`src/rtl/wb_ram_arbiter.sv`:
```
// Four-master round-robin Wishbone arbiter in front of a single-port RAM.
// Adds burst-length fairness (yield via retry) and a stalled-strobe timeout.
module wb_ram_arbiter #(
   parameter int dw             = 32,
   parameter int aw             = 32,
   parameter int TIMEOUT_CYCLES = 255,
   parameter int MAX_BEATS      = 16
) (
   input  logic            wb_clk_i,
   input  logic            wb_rst_n_i,
   input  logic [4*aw-1:0] wbm_adr_i,
   input  logic [4*dw-1:0] wbm_dat_i,
   input  logic [15:0]     wbm_sel_i,
   input  logic [11:0]     wbm_cti_i,
   input  logic [7:0]      wbm_bte_i,
   input  logic [3:0]      wbm_cyc_i,
   input  logic [3:0]      wbm_stb_i,
   input  logic [3:0]      wbm_we_i,
   output logic [dw-1:0]   wbm_dat_o,
   output logic [3:0]      wbm_ack_o,
   output logic [3:0]      wbm_err_o,
   output logic [3:0]      wbm_rty_o,
   output logic [aw-1:0]   wbs_adr_o,
   output logic [dw-1:0]   wbs_dat_o,
   output logic [3:0]      wbs_sel_o,
   output logic [2:0]      wbs_cti_o,
   output logic [1:0]      wbs_bte_o,
   output logic            wbs_cyc_o,
   output logic            wbs_stb_o,
   output logic            wbs_we_o,
   input  logic [dw-1:0]   wbs_dat_i,
   input  logic            wbs_ack_i,
   input  logic            wbs_err_i,
   output logic [3:0]      grant_o,
   output logic            timeout_o,
   input  logic            timeout_clr_i
);

   typedef enum logic [2:0] {IDLE, OWN, YIELD, TOERR, RELEASE} state_t;

   localparam logic [7:0] TO_LIM = 8'(TIMEOUT_CYCLES);
   localparam logic [7:0] MB_LIM = 8'(MAX_BEATS);

   function automatic logic [7:0] sat_inc8(input logic [7:0] v);
      return (v == 8'hFF) ? v : v + 8'd1;
   endfunction

   state_t     state, state_nxt;
   logic [3:0] grant_nxt;
   logic [1:0] owner, owner_nxt, last_owner, last_owner_nxt;
   logic [1:0] pick, cand;
   logic       found;
   logic [7:0] beat_cnt, beat_nxt, stall_cnt, stall_nxt;
   logic       to_set;
   logic       own_cyc, own_stb, others_req;

   assign own_cyc    = wbm_cyc_i[owner];
   assign own_stb    = wbm_stb_i[owner];
   assign others_req = |(wbm_cyc_i & ~grant_o);
   assign wbm_dat_o  = wbs_dat_i;

   // First requester strictly after last_owner, wrapping 0-1-2-3-0.
   always_comb begin
      pick  = last_owner;
      cand  = '0;
      found = 1'b0;
      for (int k = 1; k <= 4; k++) begin
         cand = last_owner + 2'(k);
         if (!found && wbm_cyc_i[cand]) begin
            pick  = cand;
            found = 1'b1;
         end
      end
   end

   always_comb begin
      state_nxt      = state;
      grant_nxt      = grant_o;
      owner_nxt      = owner;
      last_owner_nxt = last_owner;
      beat_nxt       = beat_cnt;
      stall_nxt      = 8'd0;
      to_set         = 1'b0;
      case (state)
         IDLE: begin
            if (found) begin
               state_nxt      = OWN;
               grant_nxt      = 4'b0001 << pick;
               owner_nxt      = pick;
               last_owner_nxt = pick;
               beat_nxt       = 8'd0;
            end
         end
         OWN: begin
            beat_nxt  = wbs_ack_i ? sat_inc8(beat_cnt) : beat_cnt;
            stall_nxt = (own_stb && !wbs_ack_i && !wbs_err_i) ? sat_inc8(stall_cnt) : 8'd0;
            // Precedence: owner drop, then timeout, then yield.
            if (!own_cyc) begin
               state_nxt = RELEASE;
               grant_nxt = 4'b0000;
            end else if (stall_nxt >= TO_LIM) begin
               state_nxt = TOERR;
               to_set    = 1'b1;
            end else if (beat_nxt >= MB_LIM && others_req) begin
               state_nxt = YIELD;
            end
         end
         YIELD: begin
            if (!own_cyc) begin
               state_nxt = RELEASE;
               grant_nxt = 4'b0000;
            end
         end
         TOERR: begin
            state_nxt = RELEASE;
            grant_nxt = 4'b0000;
         end
         RELEASE: state_nxt = IDLE;
         default: begin
            state_nxt = IDLE;
            grant_nxt = 4'b0000;
         end
      endcase
   end

   always_ff @(posedge wb_clk_i or negedge wb_rst_n_i) begin
      if (!wb_rst_n_i) begin
         state      <= IDLE;
         grant_o    <= 4'b0000;
         owner      <= 2'd0;
         last_owner <= 2'd3;
         beat_cnt   <= 8'd0;
         stall_cnt  <= 8'd0;
         timeout_o  <= 1'b0;
      end else begin
         state      <= state_nxt;
         grant_o    <= grant_nxt;
         owner      <= owner_nxt;
         last_owner <= last_owner_nxt;
         beat_cnt   <= beat_nxt;
         stall_cnt  <= stall_nxt;
         if (to_set)
            timeout_o <= 1'b1;
         else if (timeout_clr_i)
            timeout_o <= 1'b0;
      end
   end

   // Slave-side mux and master-side responses; everything is zero without a grant.
   always_comb begin
      wbs_adr_o = '0;
      wbs_dat_o = '0;
      wbs_sel_o = '0;
      wbs_cti_o = '0;
      wbs_bte_o = '0;
      wbs_cyc_o = 1'b0;
      wbs_stb_o = 1'b0;
      wbs_we_o  = 1'b0;
      wbm_ack_o = 4'b0000;
      wbm_err_o = 4'b0000;
      wbm_rty_o = 4'b0000;
      if (|grant_o) begin
         wbs_adr_o = wbm_adr_i[int'(owner)*aw +: aw];
         wbs_dat_o = wbm_dat_i[int'(owner)*dw +: dw];
         wbs_sel_o = wbm_sel_i[int'(owner)*4 +: 4];
         wbs_cti_o = wbm_cti_i[int'(owner)*3 +: 3];
         wbs_bte_o = wbm_bte_i[int'(owner)*2 +: 2];
         wbs_we_o  = wbm_we_i[owner];
         wbs_cyc_o = own_cyc && (state == OWN || state == YIELD);
         wbs_stb_o = own_stb && (state == OWN);
         if (state == OWN && wbs_ack_i)
            wbm_ack_o = grant_o;
         if ((state == OWN && wbs_err_i) || state == TOERR)
            wbm_err_o = grant_o;
         if (state == YIELD && own_stb)
            wbm_rty_o = grant_o;
      end
   end

endmodule

```
`config.mk`:
```
export PLATFORM = sky130hd
export DESIGN_NAME = wb_ram_arbiter
export DESIGN_NICKNAME = d
export VERILOG_FILES = /design/src/rtl/wb_ram_arbiter.sv
export SDC_FILE = /design/constraint.sdc
export NUM_CORES = 1
export LEC_CHECK = 0
export CAP_MARGIN = 20
export CORE_AREA = 2 2 180 182
export DETAILED_ROUTE_END_ITERATION = 6
export DIE_AREA = 0 0 182 184
export DONT_BUFFER_PORTS = 1
export SLEW_MARGIN = 30
export SYNTH_ARGS = -nofsm -noshare
export SYNTH_HDL_FRONTEND = slang
export SYNTH_SLANG_ARGS = --single-unit
export TNS_END_PERCENT = 20
```
`constraint.sdc`:
```
create_clock -name wb_clk_i -period 2.6 [get_ports wb_clk_i]
set_input_delay 0.39 -clock wb_clk_i [delete_from_list [all_inputs] [get_ports wb_clk_i]]
set_output_delay 0.39 -clock wb_clk_i [all_outputs]
set_load 0.02 [all_outputs]
```
# Word-level counts from Yosys, hierarchy flattened
# Cells that the tools add are included.
# word_totals
ff_bits	28
input_bits	341
word_cells	124
# op_classes
n_addsub	5
multipliers	1
magnitude_cmp	7
n_eq_ne	10
n_shift	6
n_mux	57
bitwise_logic	3
reduce_logical	28
# op_table
operator	count
$shiftx 128x8->32	2
$mux 32	2
$mux 8	6
$mux 4	9
$mux 1	19
$mux 3	6
$add 8x1->8 const B	2
$eq 8x8->1 const B	2
$pmux 8 s2	1
$shiftx 16x5->4	1
$lt 2x3->1 const B	5
$bmux 1 s2	7
$pmux 3 s4	1
$pmux 4 s3	1
$shiftx 12x5->3	1
$logic_and 1x1->1	11
$mux 2	5
$ge 8x5->1 const B	1
$ge 8x8->1 const B	1
$reduce_or 4->1	2
$shiftx 8x4->2	1
$eq 3x2->1 const B	2
$ne 2x2->1 const B	3
$reduce_and 3->1	2
16 further kinds	24

# Depth between registers and ports, before layout
# Gate-level depths: netlist of run 1.
# logic_depth
depth_word	16
mapped_depth	8
mapped_depth_nobuf	7

# Worst setup path after synthesis of run 1
# Ideal clock, no wire load.
# synth_timing
kind	register to output
startpoint	register owner[0]
endpoint	output wbs_adr_o[0]
arrival_time_ps	1876
path_slack_ps	334
path_stages_with_launch	6
path_buffers	3
path_cell_list	dfrtp_1 buf_4 clkbuf_1 buf_2 mux4_2 nor2b_1
# synth_between
elab_chain_len	2
# synth_rtl
element	line_no	rtl
start: declaration	50	logic [1:0] owner, owner_nxt, last_owner, last_owner_nxt;
start signal: assignment	138	owner <= owner_nxt;
$shiftx 128x8->32	163	wbs_adr_o = wbm_adr_i[int'(owner)*aw +: aw];
$mux 32	162	if (|grant_o) begin
end: declaration	23	output logic [aw-1:0] wbs_adr_o,
# Every way passes these cells.

# Final worst setup path of run 1
# layout_timing
startpoint	register owner[0]
endpoint	output wbs_dat_o[31]
# layout_between
elab_chain_len	2
# layout_rtl
element	line_no	rtl
$shiftx 128x8->32	164	wbs_dat_o = wbm_dat_i[int'(owner)*dw +: dw];
$mux 32	162	
end: declaration	24	output logic [dw-1:0] wbs_dat_o,
# Every way passes these cells.

==> summary.txt, run 1 <==
Outcome
  • Outcome: completed

Synth
  • Synth Area in Adders: less than 1%
  • XOR/XNOR Fraction of Synth Area: under 10%
  • FF+latch count, synth: 28
  • Post-synthesis mux area share: approximately 41%
  • Syn Nets: 750
  • Largest family of logic cells by synthesized area: multiplexers
  • Cell count after synthesis: 407
  • Post-Syn Area: 4260 µm²
  • Seq/Total Area, Yosys: 16.5%
  • Post-Synth Simple-Gate Area: 21.2%
  • Complex-gate fraction of the synthesized area: ~8.6%
  • Avg Cell Area, Syn: about 10 µm²
  • Number of synthesis warnings: 0
  • Post-synth cell types: between 50 and 60

Floorplanning
  • Core area: about 31000 µm²
  • Die X: approximately 180 µm
  • DIE AREA: about 33000 µm²
  • Starting Density: 13.6%
  • I/O pin cnt: 466
  • Placement Rows: 65
  • Die height: roughly 180 µm

Final layout
  • Post-layout util: between 10% and 20%
  • Commonest cells after routing, fill and taps aside: mux4_2 (75), nor2b_1 (73), buf_4 (44)
  • Reg area: 711 µm²
  • Synth-to-layout area growth: 15.3%
  • Commonest non-fill, non-tap cell in the layout: mux4_2
  • Multi-input logic area: 3110 µm²
  • # nets final: around 740
  • FILL cells: 3509
  • Layout cells sized above 1: a little over a third

CTS
  • Clock Sinks: 28
  • CTS tree: yes
  • CTS clock-pin slew for the worst setup and hold paths: 70 ps
  • Root buffer cell: clkbuf_16
  • Cts bufs inserted: 3
  • Clk buf depth: 2
  • Clock latency on the worst-skew pair: between 200 and 300 ps
  • Max H-tree Level: 1
  • Post-CTS Setup Bufs: 0

Timing
  • Slew Limit Fails: 0
  • Setup violators final: 0
  • Peak Freq: 399 MHz
  • RSZ-0062 raised after global routing: yes
  • Final min period: ~2500 ps
  • Worst slew pin tran: 752 ps
  • Fin crit share: a little over nine tenths
  • Final Hold Vio Count: 0
  • Sum Neg Setup Slack: 0 ps
  • Worst rel slew slack: between 40% and 50%
  • Fin Clk Skew: between 2 and 3 ps

Routing
  • Final WL: about 24000 µm
  • Initial drt markers: 238
  • DR vias/cell: ~4.5
  • Post-route ant nets: 0
  • DRC: 0
  • Via total after detailed routing: around 3600
  • Wirelength per Cell: between 20 and 30 µm
  • DR pass1 iterations: 4

Placed design
  • Gpl congestion: ~0.84
  • Port Buffers: 0
  • Dpl hpwl: approximately 21000 µm

Global routing
  • Largest net degree at the start of global routing: 66
  • Initial antenna violation count: 17
  • GRT overflow: 0
  • Tot GR Track Use: 13.0%
  • Number of global-route vias before repair: around 3600
  • First-pass GRT wire length: between 20000 and 30000 µm

Critical path
  • Crit. End Element: output pin
  • Startpoint types: register
  • Worst-path fanout max: 42
  • Worst EP required: ~2200 ps
  • Worst EP arrival: 2110 ps
  • Crit Path Category: reg2out

Run
  • Max-Cap Viols: 0

Power
  • P_leak: approximately 1.7 nW
  • Cell Pwr Density: 1430 nW/µm²
  • Max IR drop VDD: between 0.5 and 0.6 mV

Worst hold path
  • Hold WC Path Type: in2reg
[registers in the layout, summed over array words and instances (netlist names)]
register and count:
owner 2, grant_o 4, state 3, timeout_o 1, beat_cnt 8, stall_cnt 8
last_owner 2
[metrics by stage]
step                hold slack (ps)  std cells  instance area (µm²)  worst slack [ps]  total power, W
floorplan                      94.4        407                 4260               334         0.00469
global placement               95.2        789                 4750               287         0.00672
detailed placement             95.1        789                 4750               245         0.00672
CTS                             285        795                 4870              2.20         0.00717
global route                    289        802                 4900             -7.54         0.00758
finish                          280        804                 4910              96.6         0.00704
[cell families (layout without fill, tap and decap cells)]
logic type | Yosys count | in the layout
simple gates | 163 | 163
mux | 79 | 79
buf+inv | 76 | 62
compound gates | 52 | 52
flops | 28 | 28
xor+xnor | 7 | 7
fa+ha+maj | 2 | 2
other cells | 0 | 9
[metal layers]
layer / vias up / wire length (µm) / GRT usage [%]
met3: 53 / 3680 / 8.80
met1: 1789 / 9750 / 16.2
met4: 12 / 917 / 4.94
met5: - / 66 / 0
li1: 1501 / - / -
met2: 277 / 9600 / 17.2
[power by group]
group / switching [W] / internal [W] / total [W] / leakage, nW
Combinational: 0.00362 / 0.00229 / 0.00591 / 1.26
Clock: 0.000154 / 0.000236 / 0.000390 / 0.0442
Sequential: 0.000192 / 0.000550 / 0.000742 / 0.370
[layout make-up]
cell class,instances,area share (%)
sequential,28,14.5
inverter,8,0.612
clock buffer,4,1.81
timing repair buffer,50,8.95
tap,402,10.2
multi-input combinational,303,63.4
antenna,9,0.459
[what timing repair did]
item / CTS / global route
endpoints found under the hold margin: 28 / 0
hold buffers: 2 / 0
gates resized for setup: 0 / 4
endpoints found under the setup margin: 0 / 4
[synthesized netlist by cell type, drive strengths merged]
master | number | area [µm²]
and4 | 1 | 8.76
and2 | 5 | 32.5
a211oi | 7 | 52.6
nor2 | 25 | 96.4
a32o | 1 | 10.0
nand4b | 1 | 8.76
xnor2 | 3 | 26.3
nor4b | 1 | 8.76
nor4bb | 1 | 10.0
dfstp | 2 | 52.6
o31ai | 2 | 15.0
o22ai | 1 | 6.26
or3 | 2 | 12.5
nand2 | 23 | 86.3
nor4 | 1 | 6.26
inv | 8 | 30.0
mux4 | 76 | 1720
o21bai | 1 | 7.51
a31oi | 10 | 62.6
a2111o | 1 | 11.3
a21o | 2 | 15.0
o21a | 4 | 30.0
o221a | 1 | 11.3
nor2b | 74 | 463
nor3 | 4 | 20.0
clkbuf | 20 | 95.1
ha | 2 | 25.0
nand4 | 3 | 18.8
o211ai | 1 | 7.51
a2111oi | 1 | 15.0
nor3b | 5 | 37.5
a22oi | 1 | 7.51
a2bb2oi | 1 | 8.76
buf | 48 | 328
a22o | 1 | 8.76
nand3 | 11 | 55.1
a221oi | 1 | 8.76
mux2i | 3 | 30.0
dfrtp | 26 | 651
xor2 | 4 | 35.0
a21oi | 6 | 30.0
o21ai | 8 | 40.0
a32oi | 1 | 8.76
and3 | 6 | 38.8
a21boi | 1 | 7.51
[worst max-delay path, cell delays in order, from the launching register on]
cell	delay, ps
dfrtp_4	550
buf_16	310
mux4_2	580
nor2b_1	160
buf_4	200
[final timing paths]
kind                       slack [ps]             to           from  cells after the start
setup reg to reg                  200       state[0]   stall_cnt[0]                      7
setup / recovery                  100  wbs_dat_o[31]       owner[0]                      4
min in group asynchronous         580    beat_cnt[0]     wb_rst_n_i                      2
hold / removal                    280      timeout_o  timeout_clr_i                      2
hold reg to reg                   520    beat_cnt[0]    beat_cnt[0]                      1
max in group asynchronous        1790  last_owner[1]     wb_rst_n_i                      2
Power figures use the tool's default switching activity.
==> run 2: changes to the inputs <==
==> constraint.sdc (replaced) <==
create_clock -name wb_clk_i -period 3 [get_ports wb_clk_i]
set_input_delay 0.45 -clock wb_clk_i [delete_from_list [all_inputs] [get_ports wb_clk_i]]
set_output_delay 0.45 -clock wb_clk_i [all_outputs]
set_load 0.02 [all_outputs]
==> run 2 against run 1 <==
The run now ends with hold timing left; combinational power decreased by 19%; via count is 2.1% lower; critical path depth fell by 1; sequential share of layout area up 0.37 points; worst hold slack worse by 290 ps; critical path type unchanged; critical endpoint unchanged; largest cell class unchanged; largest power group unchanged; highest routed layer unchanged.
==> summary.txt, run 2 (synthesis gave the netlist of run 1 again) <==
Timing
  • Slew Limit Fails: 0
  • Fin crit share: between 90 and 100%
  • Fin Hold WS: -5.25 ps
  • Worst rel slew slack: between 30% and 40%
  • Fin Clk Skew: around 5.5 ps
  • Peak Freq: approximately 370 MHz
  • Sum Neg Setup Slack: 0 ps
  • Setup violators final: 0
  • Final Hold Vio Count: 5
  • RSZ-0062 raised after global routing: no
  • Worst slew pin tran: 927 ps
  • Final min period: around 2700 ps

Power
  • Sw frac: a little under three fifths
  • Cell Pwr Density: 1220 nW/µm²
  • P_leak: between 1.5 and 2 nW
  • Internal power: ~0.0025 W
  • Seq pwr share: about an eighth
  • Switch Pwr: 0.00334 W
  • Max IR drop VDD: 0.315 mV
  • Gate power share: between 80% and 90%
  • Clock power share: around 5.7%

CTS
  • Cts bufs inserted: 3
  • PostCTS Resize Cnt: 0
  • Post-CTS Setup Bufs: 0
  • Clock Sinks: 28
  • CTS tree: yes
  • Max H-tree Level: 1
  • Clk buf depth: 2
  • CTS clock-pin slew for the worst setup and hold paths: ~70 ps
  • Post-CTS Hold Fix Bufs: 1
  • Clock latency on the worst-skew pair: between 200 and 300 ps
  • Root buffer cell: clkbuf_16

Routing
  • Initial drt markers: 190
  • Wirelength per Cell: around 30 µm
  • DR pass1 iterations: 4
  • Via total after detailed routing: 3555
  • Final WL: ~24000 µm
  • DRC: 0
  • Post-route ant nets: 0
  • DR vias/cell: between 4 and 5

Critical path
  • Reg2reg start: stall_cnt[0]
  • Worst-path fanout max: 41
  • Worst EP required: roughly 2600 ps
  • Origin of the worst setup path: owner[1]
  • Startpoint types: register
  • Worst EP arrival: between 2000 and 2500 ps
  • Crit Path Category: reg2out
  • Crit. End Element: output pin

Final layout
  • Layout cells sized above 1: between 30% and 40%
  • Commonest cells after routing, fill and taps aside: mux4_2 (75), nor2b_1 (74), buf_4 (34)
  • Synth-to-layout area growth: 12.5%
  • # nets final: between 700 and 800
  • Largest regs: beat_cnt (8), stall_cnt (8), grant_o (4)
  • Commonest non-fill, non-tap cell in the layout: mux4_2
  • Fin cells: 788

Floorplanning
  • Starting Density: a little over an eighth
  • DIE AREA: 33500 µm²
  • Placement Rows: between 60 and 70
  • Core area: between 30000 and 40000 µm²
  • I/O pin cnt: between 400 and 500
  • Die height: 184 µm
  • Die X: roughly 180 µm

Placed design
  • Port Buffers: 0
  • Dpl hpwl: 21000 µm
  • Gpl congestion: 0.791
  • Placed instance count: about 800

Outcome
  • Outcome: finished, violations left
  • Violations in the final reports: hold timing

Global routing
  • Initial antenna violation count: 11
  • Number of global-route vias before repair: roughly 3600
  • Met3 Use GR: under 10%
  • First-pass GRT wire length: just under 30000 µm
  • GRT overflow: 0
  • Tot GR Track Use: 13.0%
  • Met1 Use GR: 17.1%
  • Largest net degree at the start of global routing: 62
  • Routing usage on met2: between 10% and 20%
  • Gr busiest metal: met2

Run
  • Max-Cap Viols: 0

Worst hold path
  • Hold WC Path Type: in2async
==> run 2: changes by cell type in the layout (fill, tap and decap cells not counted) <==
cell / change
nor2b_4: -1
buf_12: +1
diode_2: -4
buf_6: -1
dlygate4sd3_1: -1
buf_4: -10
buf_16: -1
nor2b_1: +1
==> run 2: stage by stage <==
stage | hold slack [ps] | setup slack (ps) | power (W) | utilization, % | instance area (µm²)
2_1_floorplan | 154 | 674 | 0.00406 | - | 4260
3_3_place_gp | 156 | 543 | 0.00565 | 14.9 | 4660
3_5_place_dp | 155 | 517 | 0.00570 | 14.9 | 4660
4_1_cts | 1.14 | 236 | 0.00607 | 15.2 | 4770
5_1_grt | 2.76 | 129 | 0.00637 | 15.2 | 4780
6_report | -5.25 | 285 | 0.00586 | 15.2 | 4790
==> run 2: final cells by class <==
| cell class | count | area [µm²] |
|---|---|---|
| antenna | 5 | 12.5 |
| multi-input combinational | 303 | 3110 |
| clock buffer | 4 | 88.8 |
| sequential | 28 | 711 |
| tap | 402 | 503 |
| timing repair buffer | 38 | 335 |
| inverter | 8 | 30.0 |
| fill | 3501 | 26600 |
==> run 2: routing by layer <==
| layer | wire length (µm) | vias up |
|---|---|---|
| met1 | 10000 | 1768 |
| met2 | 10000 | 256 |
| met4 | 588 | 8 |
| li1 | - | 1475 |
| met3 | 3240 | 48 |
| met5 | 46 | - |
==> run 2: power groups by stage <==
stage	clock [W]	combinational (W)	sequential, W
after floorplan	0	0.00352	0.000542
after global placement	0	0.00492	0.000725
after detailed placement	0	0.00497	0.000736
after CTS	0.000340	0.00501	0.000725
after global routing	0.000362	0.00526	0.000745
final	0.000333	0.00481	0.000715
==> run 2: critical path, cell delays in order (launching register included) <==
cell and delay [ps]:
dfrtp_4 760, buf_12 310, mux4_2 260, nor2b_1 650
==> run 2: final timing paths <==
kind / end / slack [ps] / cells past startpoint
setup / recovery: wbs_dat_o[31] / 290 / 3
hold / removal: beat_cnt[6] / -5 / 1
setup reg to reg: state[0] / 650 / 7
hold reg to reg: beat_cnt[0] / 510 / 1
max in group asynchronous: owner[0] / 2820 / 1
min in group wb_clk_i: timeout_o / 340 / 2
==> run 3: changes to the inputs <==
--- a/config.mk
+++ b/config.mk
@@ -10,7 +10,8 @@
 export DETAILED_ROUTE_END_ITERATION = 6
 export DIE_AREA = 0 0 182 184
 export DONT_BUFFER_PORTS = 1
-export SLEW_MARGIN = 30
+export RECOVER_POWER = 25
+export SLEW_MARGIN = 20
 export SYNTH_ARGS = -nofsm -noshare
 export SYNTH_HDL_FRONTEND = slang
 export SYNTH_SLANG_ARGS = --single-unit
==> run 3 against run 2 <==
The run now ends clean; critical path depth stayed put; first-iteration DRC count rose by 11%; combinational power about the same; worst setup slack got worse by 3.7 ps; via count stayed put; utilization fell by 0.052 points; final cell count is the same; sequential power about the same; sequential share of layout area increased by 0.051 points; register-to-register slack about the same; sequential cell count is the same; final area fell by 0.34%; critical endpoint unchanged.
==> summary.txt, run 3 (synthesis gave the netlist of run 1 again) <==
Critical path
  • Worst EP required: 2550 ps
  • Reg2reg setup slack: approximately 640 ps
  • Crit Path Category: reg2out
  • Worst EP arrival: ~2300 ps
  • Reg2reg start: stall_cnt[0]
  • R2R cell count: 7
  • Startpoint types: register
  • R2R Path End: state[0]
  • Worst-path fanout max: slightly above 40
  • Crit. End Element: output pin

Power
  • Max IR drop VDD: 0.315 mV
  • Cell Pwr Density: approximately 1200 nW/µm²
  • P_leak: between 1.5 and 2 nW

Timing
  • Fin crit share: between 90% and 100%
  • Setup violators final: 0
  • Slew Limit Fails: 0
  • Final Hold Vio Count: 0
  • Sum Neg Setup Slack: 0 ps
  • RSZ-0062 raised after global routing: no
  • Fin Hold WS: 26.9 ps
  • Final min period: ~2700 ps
  • Worst rel slew slack: about 4.9%
  • Peak Freq: about 370 MHz
  • Worst slew pin tran: about 1400 ps
  • Fin Clk Skew: 5.08 ps

Global routing
  • Initial antenna violation count: 11
  • Tot GR Track Use: ~13%
  • Number of global-route vias before repair: ~3600
  • GRT overflow: 0
  • Largest net degree at the start of global routing: 62
  • First-pass GRT wire length: a little under 30000 µm

Run
  • Max-Cap Viols: 0

Final layout
  • Layout cells sized above 1: between 30 and 40%
  • Commonest cells after routing, fill and taps aside: mux4_2 (75), nor2b_1 (74), buf_4 (34)
  • Synth-to-layout area growth: 12.1%
  • Largest regs: beat_cnt (8), stall_cnt (8), grant_o (4)
  • FILL cells: approximately 3500
  • # nets final: between 700 and 800
  • Commonest non-fill, non-tap cell in the layout: mux4_2

Placed design
  • Gpl congestion: slightly below 0.8
  • Port Buffers: 0
  • Dpl hpwl: 21000 µm

CTS
  • Clock Sinks: 28
  • Max H-tree Level: 1
  • CTS clock-pin slew for the worst setup and hold paths: around 70 ps
  • Root buffer cell: clkbuf_16
  • Clock latency on the worst-skew pair: 260 ps
  • Clk buf depth: 2
  • CTS tree: yes
  • Cts bufs inserted: 3

Routing
  • DR vias/cell: 4.51
  • Final WL: around 24000 µm
  • Initial drt markers: 211
  • Wirelength per Cell: between 30 and 40 µm
  • DR pass1 iterations: 4
  • Post-route ant nets: 0
  • DRC: 0
  • Via total after detailed routing: roughly 3600

Worst hold path
  • Hold WC Path Type: in2async

Floorplanning
  • I/O pin cnt: between 400 and 500
  • Die height: between 150 and 200 µm
  • Placement Rows: 65
  • Core area: ~31000 µm²
  • DIE AREA: about 33000 µm²
  • Die X: 182 µm
  • Starting Density: between 10% and 20%

Outcome
  • Outcome: completed
-- run 3: cell count changes in the layout (fill, tap and decap cells not counted), sizes merged --
cell	delta
buf	-1
clkbuf	+1
-- run 3: final cells by class --
cell class                      instances  area, µm²  share of cell area [%]
Multi-Input combinational cell        303       3110                    65.1
Sequential cell                        28        711                    14.9
Tap cell                              402        503                    10.5
Timing Repair Buffer                   38        319                    6.69
Clock buffer                            4       88.8                    1.86
Inverter                                8       30.0                   0.630
Antenna cell                            5       12.5                   0.262
-- run 3: worst max-delay path by stage --
| stage | startpoint | endpoint | slack (ps) |
|---|---|---|---|
| 2_1_floorplan | owner[0] | wbs_adr_o[0] | 670 |
| 3_3_place_gp | owner[0] | wbs_dat_o[25] | 540 |
| 3_5_place_dp | owner[0] | wbs_dat_o[25] | 520 |
| 4_1_cts | owner[0] | wbs_dat_o[25] | 240 |
| 5_1_grt | owner[1] | wbm_rty_o[2] | 130 |
| 6_report | owner[1] | wbs_dat_o[31] | 280 |
-- run 3: routing by layer --
metal	vias to the layer above	global-route usage [%]	routed length [µm]
li1	1476	-	-
met1	1766	17.1	9960
met2	257	18.4	10100
met3	48	7.19	3290
met4	8	3.00	588
met5	-	0	46
-- run 3: worst max-delay path: stages (launching register included) --
cell	delay, ps
dfrtp_4	760
buf_12	310
mux4_2	260
nor2b_1	650
-- run 3: stage by stage --
| stage | cell area, µm² | std cells | utilization, % | worst slack (ps) | total power [W] |
|---|---|---|---|---|---|
| 6_report | 4770 | 788 | 15.2 | 281 | 0.00586 |
| 5_1_grt | 4760 | 786 | 15.2 | 129 | 0.00636 |
| 4_1_cts | 4770 | 783 | 15.2 | 236 | 0.00607 |
| 3_5_place_dp | 4660 | 778 | 14.9 | 517 | 0.00570 |
| 3_3_place_gp | 4660 | 778 | 14.9 | 543 | 0.00565 |
| 2_1_floorplan | 4260 | 407 | - | 674 | 0.00406 |
-- run 3: power by group --
group | switching [W] | total [W] | internal, W | leakage [nW]
Combinational | 0.00297 | 0.00481 | 0.00184 | 1.18
Sequential | 0.000242 | 0.000717 | 0.000475 | 0.370
Clock | 0.000128 | 0.000332 | 0.000204 | 0.0442
Total | 0.00334 | 0.00586 | 0.00252 | 1.60
-- run 3: timing repair --
| item | in CTS | in global routing |
|---|---|---|
| gates resized for setup | 0 | 0 |
| endpoints found under the hold margin | 26 | 0 |
| endpoints found under the setup margin | 0 | 0 |
| setup buffers | 0 | 0 |
| hold buffers | 1 | 0 |
